### src/rtl/adc_sar_ctrl.sv
// adc_sar_ctrl: successive-approximation controller for a capacitive-DAC SAR ADC.
// Samples the input for SAMPLE_CYCLES cycles, then resolves RESOLUTION bits
// MSB first. Each bit takes one SETTLE cycle, where the trial code is driven,
// and one LATCH cycle, where the comparator decision is captured. The final
// code is delivered with a one-cycle result_valid strobe.
//
// Optional build macro ADC_SAR_CONT_EN: continuous mode. DONE goes straight back
// to SAMPLE while start stays high, so no IDLE cycle is inserted.
//
// Ports:
//   clk          conversion clock
//   rst_n        asynchronous active-low reset
//   start        conversion request, level-sampled in IDLE
//   comp_in      comparator decision (1 = Vin >= DAC trial level)
//   sample_o     DAC top plates tracking the input
//   comp_latch_o comparator latch enable; comp_in is valid this cycle
//   dac_data     trial code to the row/column decoder
//   result       last completed conversion code
//   result_valid one-cycle pulse when result updates
//   busy         high from SAMPLE through DONE
module adc_sar_ctrl #(
    parameter int unsigned RESOLUTION    = 12,
    parameter int unsigned SAMPLE_CYCLES = 2
) (
    input  logic                  clk,
    input  logic                  rst_n,
    input  logic                  start,
    input  logic                  comp_in,
    output logic                  sample_o,
    output logic                  comp_latch_o,
    output logic [RESOLUTION-1:0] dac_data,
    output logic [RESOLUTION-1:0] result,
    output logic                  result_valid,
    output logic                  busy
);

    localparam int unsigned IDX_W = (RESOLUTION > 1) ? $clog2(RESOLUTION) : 1;
    localparam int unsigned CNT_W = 4;

    typedef enum logic [2:0] {
        ST_IDLE,
        ST_SAMPLE,
        ST_SETTLE,
        ST_LATCH,
        ST_DONE
    } state_t;

    state_t                state,        state_nxt;
    logic [CNT_W-1:0]      cnt,          cnt_nxt;
    logic [IDX_W-1:0]      bit_idx,      bit_idx_nxt;
    logic [RESOLUTION-1:0] work,         work_nxt;
    logic                  sample_nxt;
    logic                  comp_latch_nxt;
    logic [RESOLUTION-1:0] dac_nxt;
    logic [RESOLUTION-1:0] result_nxt;
    logic                  valid_nxt;
    logic                  busy_nxt;

    // Next-state and next-output logic; outputs are registered from these values
    // so each output reflects the state it belongs to in the same cycle.
    always_comb begin
        state_nxt      = state;
        cnt_nxt        = cnt;
        bit_idx_nxt    = bit_idx;
        work_nxt       = work;
        sample_nxt     = 1'b0;
        comp_latch_nxt = 1'b0;
        dac_nxt        = '0;
        result_nxt     = result;
        valid_nxt      = 1'b0;
        busy_nxt       = 1'b0;

        case (state)
            ST_IDLE: begin
                if (start) begin
                    state_nxt  = ST_SAMPLE;
                    cnt_nxt    = '0;
                    sample_nxt = 1'b1;
                    busy_nxt   = 1'b1;
                end
            end

            ST_SAMPLE: begin
                busy_nxt = 1'b1;
                if (cnt == CNT_W'(SAMPLE_CYCLES - 1)) begin
                    state_nxt   = ST_SETTLE;
                    bit_idx_nxt = IDX_W'(RESOLUTION - 1);
                    work_nxt    = '0;
                    dac_nxt     = RESOLUTION'(1) << (RESOLUTION - 1);
                end else begin
                    cnt_nxt    = cnt + CNT_W'(1);
                    sample_nxt = 1'b1;
                end
            end

            ST_SETTLE: begin
                state_nxt      = ST_LATCH;
                busy_nxt       = 1'b1;
                comp_latch_nxt = 1'b1;
                dac_nxt        = dac_data;
            end

            ST_LATCH: begin
                busy_nxt          = 1'b1;
                work_nxt[bit_idx] = comp_in;
                if (bit_idx == '0) begin
                    state_nxt  = ST_DONE;
                    result_nxt = work_nxt;
                    valid_nxt  = 1'b1;
                    dac_nxt    = work_nxt;
                end else begin
                    state_nxt   = ST_SETTLE;
                    bit_idx_nxt = bit_idx - IDX_W'(1);
                    dac_nxt     = work_nxt | (RESOLUTION'(1) << bit_idx_nxt);
                end
            end

            ST_DONE: begin
                state_nxt = ST_IDLE;
`ifdef ADC_SAR_CONT_EN
                // Back-to-back conversions while start stays high.
                if (start) begin
                    state_nxt  = ST_SAMPLE;
                    cnt_nxt    = '0;
                    sample_nxt = 1'b1;
                    busy_nxt   = 1'b1;
                end
`endif
            end

            default: begin
                state_nxt = ST_IDLE;
            end
        endcase
    end

    // State and output registers.
    always_ff @(posedge clk or negedge rst_n) begin
        if (!rst_n) begin
            state        <= ST_IDLE;
            cnt          <= '0;
            bit_idx      <= IDX_W'(RESOLUTION - 1);
            work         <= '0;
            sample_o     <= 1'b0;
            comp_latch_o <= 1'b0;
            dac_data     <= '0;
            result       <= '0;
            result_valid <= 1'b0;
            busy         <= 1'b0;
        end else begin
            state        <= state_nxt;
            cnt          <= cnt_nxt;
            bit_idx      <= bit_idx_nxt;
            work         <= work_nxt;
            sample_o     <= sample_nxt;
            comp_latch_o <= comp_latch_nxt;
            dac_data     <= dac_nxt;
            result       <= result_nxt;
            result_valid <= valid_nxt;
            busy         <= busy_nxt;
        end
    end

endmodule

### config.mk
export PLATFORM = sky130hd
export DESIGN_NAME = adc_sar_ctrl
export DESIGN_NICKNAME = d
export VERILOG_FILES = /design/src/rtl/adc_sar_ctrl.sv
export SDC_FILE = /design/constraint.sdc
export NUM_CORES = 1
export LEC_CHECK = 0
export CORE_ASPECT_RATIO = 0.75
export CORE_UTILIZATION = 45
export DETAILED_ROUTE_END_ITERATION = 10
export PLACE_DENSITY = 0.66
export SLEW_MARGIN = 15
export SYNTH_ARGS = -nofsm -noshare
export SYNTH_HDL_FRONTEND = slang
export SYNTH_SLANG_ARGS = --single-unit
### constraint.sdc
create_clock -name clk -period 2.15 [get_ports clk]
set_input_delay 0.3225 -clock clk [delete_from_list [all_inputs] [get_ports clk]]
set_output_delay 0.3225 -clock clk [all_outputs]
set_load 0.01 [all_outputs]
Word-level counts from Yosys, hierarchy flattened --
Cells that the tools add are included.
Word-level totals: input bits 4, output and inout port bits 28, bits in registers 51, logic and storage cells 60
Operators by class: shift operators 1, bitwise operators 1, equality and inequality tests 8, reduce and logical (&&, ||, !) cells 11, multiplexer cells 25, magnitude comparators 2, add/sub/neg operators 2
Operator list (count):
- $mux 12 | 3
- $pmux 12 s3 | 1
- $pmux 12 s2 | 1
- $mux 4 | 4
- $pmux 4 s2 | 2
- $bwmux 12 | 1
- $or 12x12->12 | 1
- $pmux 3 s4 | 1
- $shl 1x4->12 const A | 1
- $mux 3 | 3
- $ne 2x2->1 const B | 4
- $eq 3x2->1 const B | 2
- $mux 1 | 6
- $reduce_and 2->1 | 3
- $reduce_and 3->1 | 2
- $lt 4x5->1 const B | 1
- $add 4x1->4 const B | 1
- $demux 1 s4 | 1
- $eq 4x1->1 const B | 1
- $ge 4x1->1 const B | 1
- $logic_not 4->1 | 1
- $pmux 1 s2 | 2
- $reduce_bool 2->1 | 2
- $sub 4x1->4 const B | 1
- other kinds (4) | 4

Logic depth before layout (Yosys ltp) --
depth after elaboration 8, gate-level depth with buffers 7, gate-level depth less buffers 7

Least setup slack after synthesis --
Ideal clock, no wire load.
path type register -> register, start reg bit_idx[0], end reg dac_data[10], cell stages (with the launch flop) 7, path slack 0.393 ns, library setup time 0.066 ns, path buffers 0, required time 2.084 ns, arrival time 1.691 ns, clock period less this slack 1.757 ns, cells stage by stage dfstp_2 -> inv_1 -> ha_1 -> or2_2 -> o21bai_1 -> a21oi_1 -> a221o_1
Between the ends: cells in the longest elaborated chain, start to end 8, elaborated cells on any way between the ends 12, those cells by class add/sub: 1; order compare: 2; shift: 1; mux: 5; bitwise: 1; reduce/logical: 2
RTL lines:
- start, declared | line 50 | logic [IDX_W-1:0] bit_idx, bit_idx_nxt;
- start signal, assigned | line 142 | bit_idx <= IDX_W'(RESOLUTION - 1);
- start signal, assigned | line 153 | bit_idx <= bit_idx_nxt;
- $lt 4x5->1 (implied by the code) or $ge 4x1->1 (tied branches) | line 105 | work_nxt[bit_idx] = comp_in;
- $logic_and 1x1->1 (implied by the code) | line 105
- $mux 1 (implied by the code) | line 105
- $demux 1 s4 | line 105
- $bwmux 12 | line 105
- $or 12x12->12 | line 114 | dac_nxt = work_nxt | (RESOLUTION'(1) << bit_idx_nxt);
- $mux 12 * | line 106 | if (bit_idx == '0) begin
- $pmux 12 s3 * | line 73 | case (state)
- end signal, assigned | line 157 | dac_data <= dac_nxt;
- end, declared | line 31 | output logic [RESOLUTION-1:0] dac_data,
Every way passes the cells marked *; elsewhere a longest branch is shown, timed or not. A chain may end at the register's enable or synchronous reset.

Final worst setup path --
start reg bit_idx[0], end reg dac_data[0]
The elaborated chain is that of the path after synthesis.

==> out/summary.md <==
- outcome: complete, no violations
- global-route wire length before repair: 9140 µm
- largest net degree at the start of global routing: 31
- antenna-violating nets left: 0
- end of the worst register-to-register path: dac_data[0]
- number of max-slew violations in the final report: 0
- unrepaired setup endpoints after global routing: no
- synthesized net count: 232
- global-route congestion overflow total: 0
- final routed wirelength across all metal layers: 5430 µm
- relative max-transition margin: 64.5%
- full die area: 5800 µm²
- count of max-cap constraint violations: 0
- post-synthesis cell area: 2470 µm²
- clock root buffer: sky130_fd_sc_hd__clkbuf_8
- leakage power figure: 1.44 nW
- vias post-DR: 1,826
- DRT Pass-1 Iters: 4
- type of destination of the critical path: flip-flop
- worst hold path stage count: 1
- port buffer count: 31
- final-layout setup total negative slack: 0 ns
- length in cells of the worst reg-to-reg path: 6
- hold-critical path endpoint: work[1]
- Initial Utilization: 48.6%
- part of the cycle the worst path needs: 90.3%
- type of the worst min-delay path: reg -> reg
- Post-Synthesis Cells: 220
- critical path, cell by cell: inv_1 > ha_1 > or2_2 > o31ai_1 > and2_1 > a31o_2
- CTS tree: built
- final hold vios: 0
- proportion of layout cells with a drive suffix above 1: 14.0%
- library cell contributing the largest single delay on the critical path: sky130_fd_sc_hd__dfstp_2
- CTS Buf Count: 5
- actual slew at the worst max-slew pin: 0.532 ns
- # DRC: 0
- crit path time final: 1.94 ns
- IO Count: 32
- #FFs+latches synth: 51
- final core area utilization: 58.6%
- sequential share of the synthesized area: 51.7%
- Mean Syn Cell Area: 11.2 µm²
- final estimated routing congestion in global placement: 0.846
- via count of the first global-routing pass: 1,729
- post-CTS setup buffers: 0
- register clock-pin slew on the reported worst setup and hold paths: 0.09 ns
- Top FF cell, synth: sky130_fd_sc_hd__dfrtp_1
- total number of yosys warnings: 0
- startpoint of the tightest hold check path: work[1]
- startpoint class of the critical path: flip-flop
- Global Route Usage Sum: 21.2%
- highest clock frequency the design can meet: 515 MHz
- antenna violations before repair: 0
- sum of net half-perimeters after detailed placement: 3720 µm
- Core ar.: 5090 µm²
- Max Clock Skew: 0.00908 ns
- RR Startpoint: bit_idx[0]
- filler cell count in the final layout: 444
- start-to-end type of the worst setup path: reg -> reg
- commonest non-fill, non-tap cells in the layout: sky130_fd_sc_hd__dfrtp_1, sky130_fd_sc_hd__clkdlybuf4s50_1, sky130_fd_sc_hd__nor2_1
- endpoint arrival time on the critical path: 2.20 ns
- number of synthesized flops with an enable pin: 0
- Die Ht: 66.2 µm
- most common library cell in the layout ignoring fill and taps: sky130_fd_sc_hd__dfrtp_1
- Finish-stage setup viols: 0
- Worst-Skew Late Latency: 0.31 ns
- crit path buf inv count: 1
- category of cells accounting for the largest share of critical-path delay: flip-flops
- Max Root-Sink Buffers: 2
- Via-to-Cell Ratio: 5.55
- routed len/inst: 16.5 µm
- Max H-tree Level: 2
- Area growth, synth to finish: 20.6%
- Power Density: 1320 nW/µm²
- CTS Sinks: 51
- number of DRC violations after detailed-routing iteration 0: 121
- largest vdd supply drop: 587 µV
- number of distinct library cells after synthesis: 44
- number of standard-cell rows in the floorplan: 22
- Post-synth ARST share: 100%
- required time at the endpoint of the critical path: 2.41 ns
- Die X: 87.6 µm
- final instance area: 2980 µm²
- stage delay of the slowest cell on the critical path: 0.60 ns
- instance area after placement: 2880 µm²
- crit-path max FO: 7
- final net count: 269
- number of diodes: 0
- final worst hold slack: 0.483 ns
- R2R Setup Slk: 0.21 ns
==> worst register-to-register path: stages, from the launching register on <==
cell                      delay, ns
sky130_fd_sc_hd__dfstp_2       0.60
sky130_fd_sc_hd__inv_1         0.12
sky130_fd_sc_hd__ha_1          0.27
sky130_fd_sc_hd__or2_2         0.30
sky130_fd_sc_hd__o31ai_1       0.19
sky130_fd_sc_hd__and2_1        0.25
sky130_fd_sc_hd__a31o_2        0.17
==> area by class of cell <==
cell class,count,area [µm²],area share [%]
Sequential cell,51,1280,42.9
Tap cell,72,90.1,3.02
Inverter,5,18.8,0.629
Multi-Input combinational cell,149,1080,36.3
Clock inverter,1,5.00,0.168
Clock buffer,6,82.6,2.77
Timing Repair Buffer,45,425,14.3
==> through the flow <==
stage / std cells / total power, mW / setup slack (ns)
final: 329 / 3.93 / 0.210
after global routing: 329 / 4.22 / 0.0697
after CTS: 329 / 3.93 / 0.132
after detailed placement: 321 / 3.35 / 0.166
after global placement: 321 / 3.35 / 0.156
after floorplan: 220 / 2.69 / 0.393
==> registers in the layout, summed over array words and instances, names as in the netlist <==
register	flops
work	12
state	3
bit_idx	4
comp_latch_o	1
busy	1
cnt	4
result_valid	1
sample_o	1
result	12
dac_data	12
==> cells in the mapped netlist (3+ instances only) <==
master                     instances  share of area, %
sky130_fd_sc_hd__dfrtp_1          48                49
sky130_fd_sc_hd__nor2_1           15               2.3
sky130_fd_sc_hd__nand2_1          11               1.7
sky130_fd_sc_hd__a21o_1           10               3.0
sky130_fd_sc_hd__a221o_1          10               4.0
sky130_fd_sc_hd__a22o_1           10               3.5
sky130_fd_sc_hd__a21oi_1           9               1.8
sky130_fd_sc_hd__mux2i_1           9               3.6
sky130_fd_sc_hd__nand3_1           9               1.8
sky130_fd_sc_hd__o21ai_0           9               1.8
sky130_fd_sc_hd__ha_1              8               4.0
sky130_fd_sc_hd__nand3b_1          7               2.1
sky130_fd_sc_hd__nor3b_1           6               1.8
sky130_fd_sc_hd__buf_2             5               1.0
sky130_fd_sc_hd__inv_1             5              0.76
sky130_fd_sc_hd__clkbuf_1          4              0.61
sky130_fd_sc_hd__a21bo_2           3               1.2
sky130_fd_sc_hd__and2_1            3              0.76
sky130_fd_sc_hd__buf_4             3              0.91
sky130_fd_sc_hd__buf_6             3               1.4
sky130_fd_sc_hd__dfstp_2           3               3.2
sky130_fd_sc_hd__nor3_1            3              0.61
==> timing repair <==
action,in CTS,in global routing
endpoints found under the hold margin,4,0
gates resized for setup,0,1
hold buffers,1,0
setup endpoints to repair,0,3
==> metal layers <==
layer,routed length (µm),global-route usage [%],up-vias
li1,-,-,868
met1,2920,33.5,908
met2,2230,28.7,43
met3,221,4.62,7
met4,61,5.12,0
met5,0,0,-
==> worst max-delay path by stage <==
stage / from / endpoint / depth (start not counted)
after floorplan: bit_idx[0] / dac_data[10] / 6
after CTS: bit_idx[0] / dac_data[10] / 6
after detailed placement: bit_idx[0] / dac_data[10] / 6
final: bit_idx[0] / dac_data[0] / 6
after global routing: bit_idx[0] / dac_data[4] / 7
after global placement: bit_idx[0] / dac_data[10] / 6
==> cells by family after synthesis <==
family                     after synthesis  share of synthesized area, %
and+or+nand+nor                         69                          16.5
buffers and inverters                   20                          4.65
adders and majority gates                8                          4.05
AOI/OAI and AO/OA                       61                          18.7
xor gates and xnor gates                 2                         0.708
DFF                                     51                          51.7
muxes                                    9                          3.64
==> power by group <==
part | switching (mW) | total [mW] | internal, mW
clock network | 0.307 | 0.560 | 0.253
registers | 0.238 | 1.52 | 1.29
logic | 0.961 | 1.85 | 0.885
Note: power is estimated with default switching activity, not from simulation.
